[src/rtl/spi_clock_divider.sv]
// Programmable integer divider producing the SPI serial clock from clk_in,
// with clean enable start/stop and a combinational test bypass.
module spi_clock_divider #(
    parameter int DIV_WIDTH = 8
) (
    input  logic                 clk_in,
    input  logic                 rst,
    input  logic                 enable,
    input  logic                 test_pin,
    input  logic [DIV_WIDTH-1:0] int_div,
    output logic                 clk_out
);

    localparam logic [DIV_WIDTH-1:0] MIN_DIV = DIV_WIDTH'(2);
    localparam logic [DIV_WIDTH-1:0] ONE     = DIV_WIDTH'(1);

    logic [DIV_WIDTH-1:0] eff;
    logic [DIV_WIDTH-1:0] div_q;
    logic [DIV_WIDTH-1:0] cnt;
    logic                 clk_q;
    logic [DIV_WIDTH-1:0] div_next;
    logic [DIV_WIDTH-1:0] cnt_next;
    logic                 wrap;

    assign eff  = (int_div < MIN_DIV) ? MIN_DIV : int_div;
    assign wrap = (cnt == div_q - ONE);

    // A new divisor is only accepted at the period boundary so a mid-period
    // change can never shorten or stretch the running period.
    always_comb begin
        div_next = div_q;
        cnt_next = cnt + ONE;
        if (wrap) begin
            div_next = eff;
            cnt_next = '0;
        end
    end

    // Idle parks the counter at the last low-phase slot so the first enabled
    // edge wraps to 0 and starts with a full high phase.
    always_ff @(posedge clk_in) begin
        if (rst || !enable) begin
            div_q <= eff;
            cnt   <= eff - ONE;
            clk_q <= 1'b0;
        end else begin
            div_q <= div_next;
            cnt   <= cnt_next;
            clk_q <= (cnt_next < (div_next >> 1));
        end
    end

    assign clk_out = test_pin ? clk_in : clk_q;

endmodule

[config.mk]
export PLATFORM = sky130hd
export DESIGN_NAME = spi_clock_divider
export DESIGN_NICKNAME = d
export VERILOG_FILES = /design/src/rtl/spi_clock_divider.sv
export SDC_FILE = /design/constraint.sdc
export NUM_CORES = 1
export LEC_CHECK = 0
export CAP_MARGIN = 20
export CORE_MARGIN = 2
export CORE_UTILIZATION = 41
export DETAILED_ROUTE_END_ITERATION = 12
export PLACE_DENSITY = 0.61
export SLEW_MARGIN = 20
export SYNTH_ARGS = -nofsm -noshare
export SYNTH_HDL_FRONTEND = slang
export SYNTH_SLANG_ARGS = --single-unit
[constraint.sdc]
create_clock -name clk_in -period 4.6 [get_ports clk_in]
set_input_delay 0.92 -clock clk_in [delete_from_list [all_inputs] [get_ports clk_in]]
set_output_delay 0.92 -clock clk_in [all_outputs]
set_load 0.02 [all_outputs]
# After elaboration in Yosys (flattened, before gate mapping)

Index checks and enable logic that the tools add are counted.

Word-level logic and storage cells: 19
Bits of input ports: 12
Register bits: 17

Equality and inequality tests: 1
$lt $le $gt $ge: 2
Reductions and logical operators: 3
Muxes and demuxes: 6
Add/subtract/negate cells: 3

Operator list:

| cell                                                                 | count |
|---|---|
| 8-bit two-way mux                                                    | 5 |
| 8-bit by 1-bit subtractor with 8-bit output, second input constant   | 2 |
| 8-bit by 1-bit adder with 8-bit output, second input constant        | 1 |
| 8-bit == test                                                        | 1 |
| 8-bit by 2-bit < comparator with 1-bit output, second input constant | 1 |
| 8-bit by 7-bit < comparator with 1-bit output                        | 1 |
| 2-bit nonzero test                                                   | 1 |
| 1-bit zero test                                                      | 1 |
| 1-bit logical OR                                                     | 1 |
| 1-bit two-way mux                                                    | 1 |

# Logic depth before layout (Yosys ltp)

Depth after elaboration: 4
Depth in mapped cells: 13
Gate-level depth less buffers: 12

==> impl_metrics.py <==
metrics = {
    "run_status": {
        "outcome": "complete, no violations",
    },
    "timing": {
        "hold_viol_final": 0,
        "rsz0062_at_grt": "no",
        "slew_violations": 0,
        "tns_ps": 0,
        "worst_pin_slew_ps": 902.2,
        "whs_ps": 508.8,
        "finalSetupViolations": 0,
        "fin_skew_ps": 2.718,
        "slew_headroom": 0.3957,
    },
    "clock_network": {
        "ctsResizeCount": 0,
        "insertion_delay_ps": 400,
        "cts.clk_slew.worst_paths_ps": 100,
        "cts_hold_buffers": 0,
        "cts_tree": "built",
        "cts_setup_buffers": 0,
    },
    "detailed_routing": {
        "routed_wl_um": 3303,
        "drc": 0,
        "route.antenna.remaining_nets": 0,
        "num_vias": 1204,
        "vias_per_cell": 5.498,
        "drt_iter0_drc": 69,
        "dr.pass1.iters": 4,
        "route.detailed.wl_per_inst_um": 15.08,
    },
    "place": {
        "port_buffers": 12,
        "hpwl_um": 2564,
        "place.gp.congestion": 0.8442,
    },
    "grt": {
        "grt_overflow": 0,
        "grt_pass1_wl_um": 5589,
        "grt_usage": 0.2040,
        "grt_max_degree": 21,
        "antenna_found_initial": 0,
        "grt_pass1_vias": 1199,
    },
    "layout": {
        "syn_to_final_growth_pct": 13.35,
        "nets": 197,
        "fillers": 325,
        "drive_gt1_frac": 0.06857,
        "num_antenna_cells": 0,
    },
    "die": {
        "die_x_um": 61.78,
        "fp-row-count": 20,
        "die_h_um": 61.78,
        "initial_core_util": 0.4411,
        "coreArea_sq_um": 3103,
        "dieArea_sq_um": 3817,
        "io_pins": 13,
    },
    "logic_synthesis": {
        "synth.yosys.seq_area_share": 0.2559,
        "avgSynthCellArea_sq_um": 8.449,
        "synth.area.mux_share": 0.05941,
        "synthTopCellsByCount": "21 x nand2_1, 16 x dfxtp_1, 14 x nor2_1, 12 x o21ai_0, 10 x xor2_1",
        "synth_top_area_cell": "dfxtp_1",
        "yosys.area_share.simple": 0.2157,
        "yosys_warnings": 0,
        "synth_edf_count": 1,
        "synth_compound_area_frac": 0.2294,
        "synth_top_area_frac": 0.2340,
        "netlist-cell-type-count": 43,
        "syn_area_sq_um": 1369,
        "synth_top_family_by_area": "compound AO/OA/AOI/OAI gates",
        "synth_fa_ha_area_frac": 0.08227,
        "synth_most_common_cell": "nand2_1",
        "synthesis.nets": 183,
        "synthCells": 162,
        "synth_flop_cell": "dfxtp_1",
        "ys_ff_latch": 17,
        "synth-xor-area-share": 0.1216,
        "yosys-top-cells-area": "dfxtp_1 23%, ha_1 8.2%, xor2_1 6.4%, nand2_1 5.8%, xnor2_1 5.8%",
        "async_reset_ff_frac": 0,
    },
    "pwr": {
        "p_sw_mw": 0.1758,
        "worst_ir_drop_vdd_v": 0.0001515,
        "power_frac_seq": 0.394,
        "powerDensity_nw_per_um2": 316.1,
        "power.share.clock": 0.280,
        "power.internal_mw": 0.3146,
        "p_leak_nw": 0.6093,
        "p_comb_frac": 0.327,
        "switching_share": 0.3585,
    },
    "setup_path": {
        "path_class": "clk2out",
        "cp-end-kind": "primary output",
        "path_max_fanout": 2,
        "cp-start-kind": "clock port",
        "cp_data_required_time_ps": 3680,
        "cp.arrival_ps": 3300,
    },
    "worst_hold_path": {
        "hold_path_class": "reg2reg",
    },
    "run": {
        "maxCapViolations": 0,
    },
}
## power groups by stage
stage / logic (mW) / registers [mW] / clock network [mW]
after floorplan: 0.125 / 0.185 / 0.0121
after global placement: 0.155 / 0.196 / 0.0210
after detailed placement: 0.159 / 0.196 / 0.0210
after CTS: 0.160 / 0.193 / 0.139
after global routing: 0.180 / 0.197 / 0.151
final: 0.160 / 0.193 / 0.137
## through the flow
stage / util / instance area (sq um) / setup WS, ps / cells / power, mW
2_1_floorplan: - / 1369 / 1075 / 162 / 0.3221
3_3_place_gp: 0.4843 / 1503 / 614.6 / 212 / 0.3717
6_report: 0.5000 / 1551 / 376.8 / 219 / 0.4904
5_1_grt: 0.5000 / 1551 / 354.6 / 219 / 0.5285
3_5_place_dp: 0.4843 / 1503 / 614.6 / 212 / 0.3762
4_1_cts: 0.5000 / 1551 / 365.1 / 219 / 0.4919
## cell usage in the layout (no fill, tap or decap), drive strengths merged, types with 2 or more instances in the layout
cell / instances
xor2: 10
clkbuf: 7
o31ai: 6
o211ai: 3
nand2b: 3
dfxtp: 16
a21oi: 5
ha: 9
clkdlybuf4s50: 12
a22o: 2
xnor2: 9
and2: 3
nor3: 2
mux2i: 7
nand2: 21
o22ai: 7
o21ai: 12
or3: 4
nor2: 14
inv: 2
## worst max-delay path, cell delays in order
cell	delay (ps)
clkbuf_4	100
clkbuf_4	110
mux2_2	250
clkdlybuf4s50_1	530
## logic make-up (layout without fill, tap and decap cells)
kind of cell	Yosys count	in the layout
muxes	8	8
buffers and inverters	8	21
AOI/OAI and AO/OA	43	43
and+or+nand+nor	58	58
xor gates and xnor gates	19	19
DFF	17	17
adders and majority gates	9	9
## final timing paths
path / depth (start not counted) / from / to / slack [ps]
worst min register to register: 2 / div_q[7] / div_q[7] / 510
worst min-delay path: 2 / div_q[7] / div_q[7] / 510
worst max-delay path: 4 / clk_in / clk_out / 380
worst max register to register: 10 / div_q[0] / clk_q / 1270
## flip-flops by register name, summed over array words and instances (netlist names)
signal and cells:
clk_q 1, cnt 8, div_q 8
## layer usage
layer	wire length [um]	vias to the layer above	global-route usage
li1	-	618	-
met1	1579	554	0.2680
met2	1543	23	0.3383
met3	103	9	0.03106
met4	78	0	0.07599
met5	0	-	0
## final cells by class
cell class | instances | area (sq um) | area share
Sequential cell | 17 | 350.3 | 0.2258
Timing Repair Buffer | 11 | 110.1 | 0.07097
Inverter | 2 | 7.507 | 0.004839
Tap cell | 44 | 55.05 | 0.03548
Multi-Input combinational cell | 137 | 969.7 | 0.6250
Clock buffer | 8 | 58.81 | 0.03790
(Power assumes the default switching activity.)
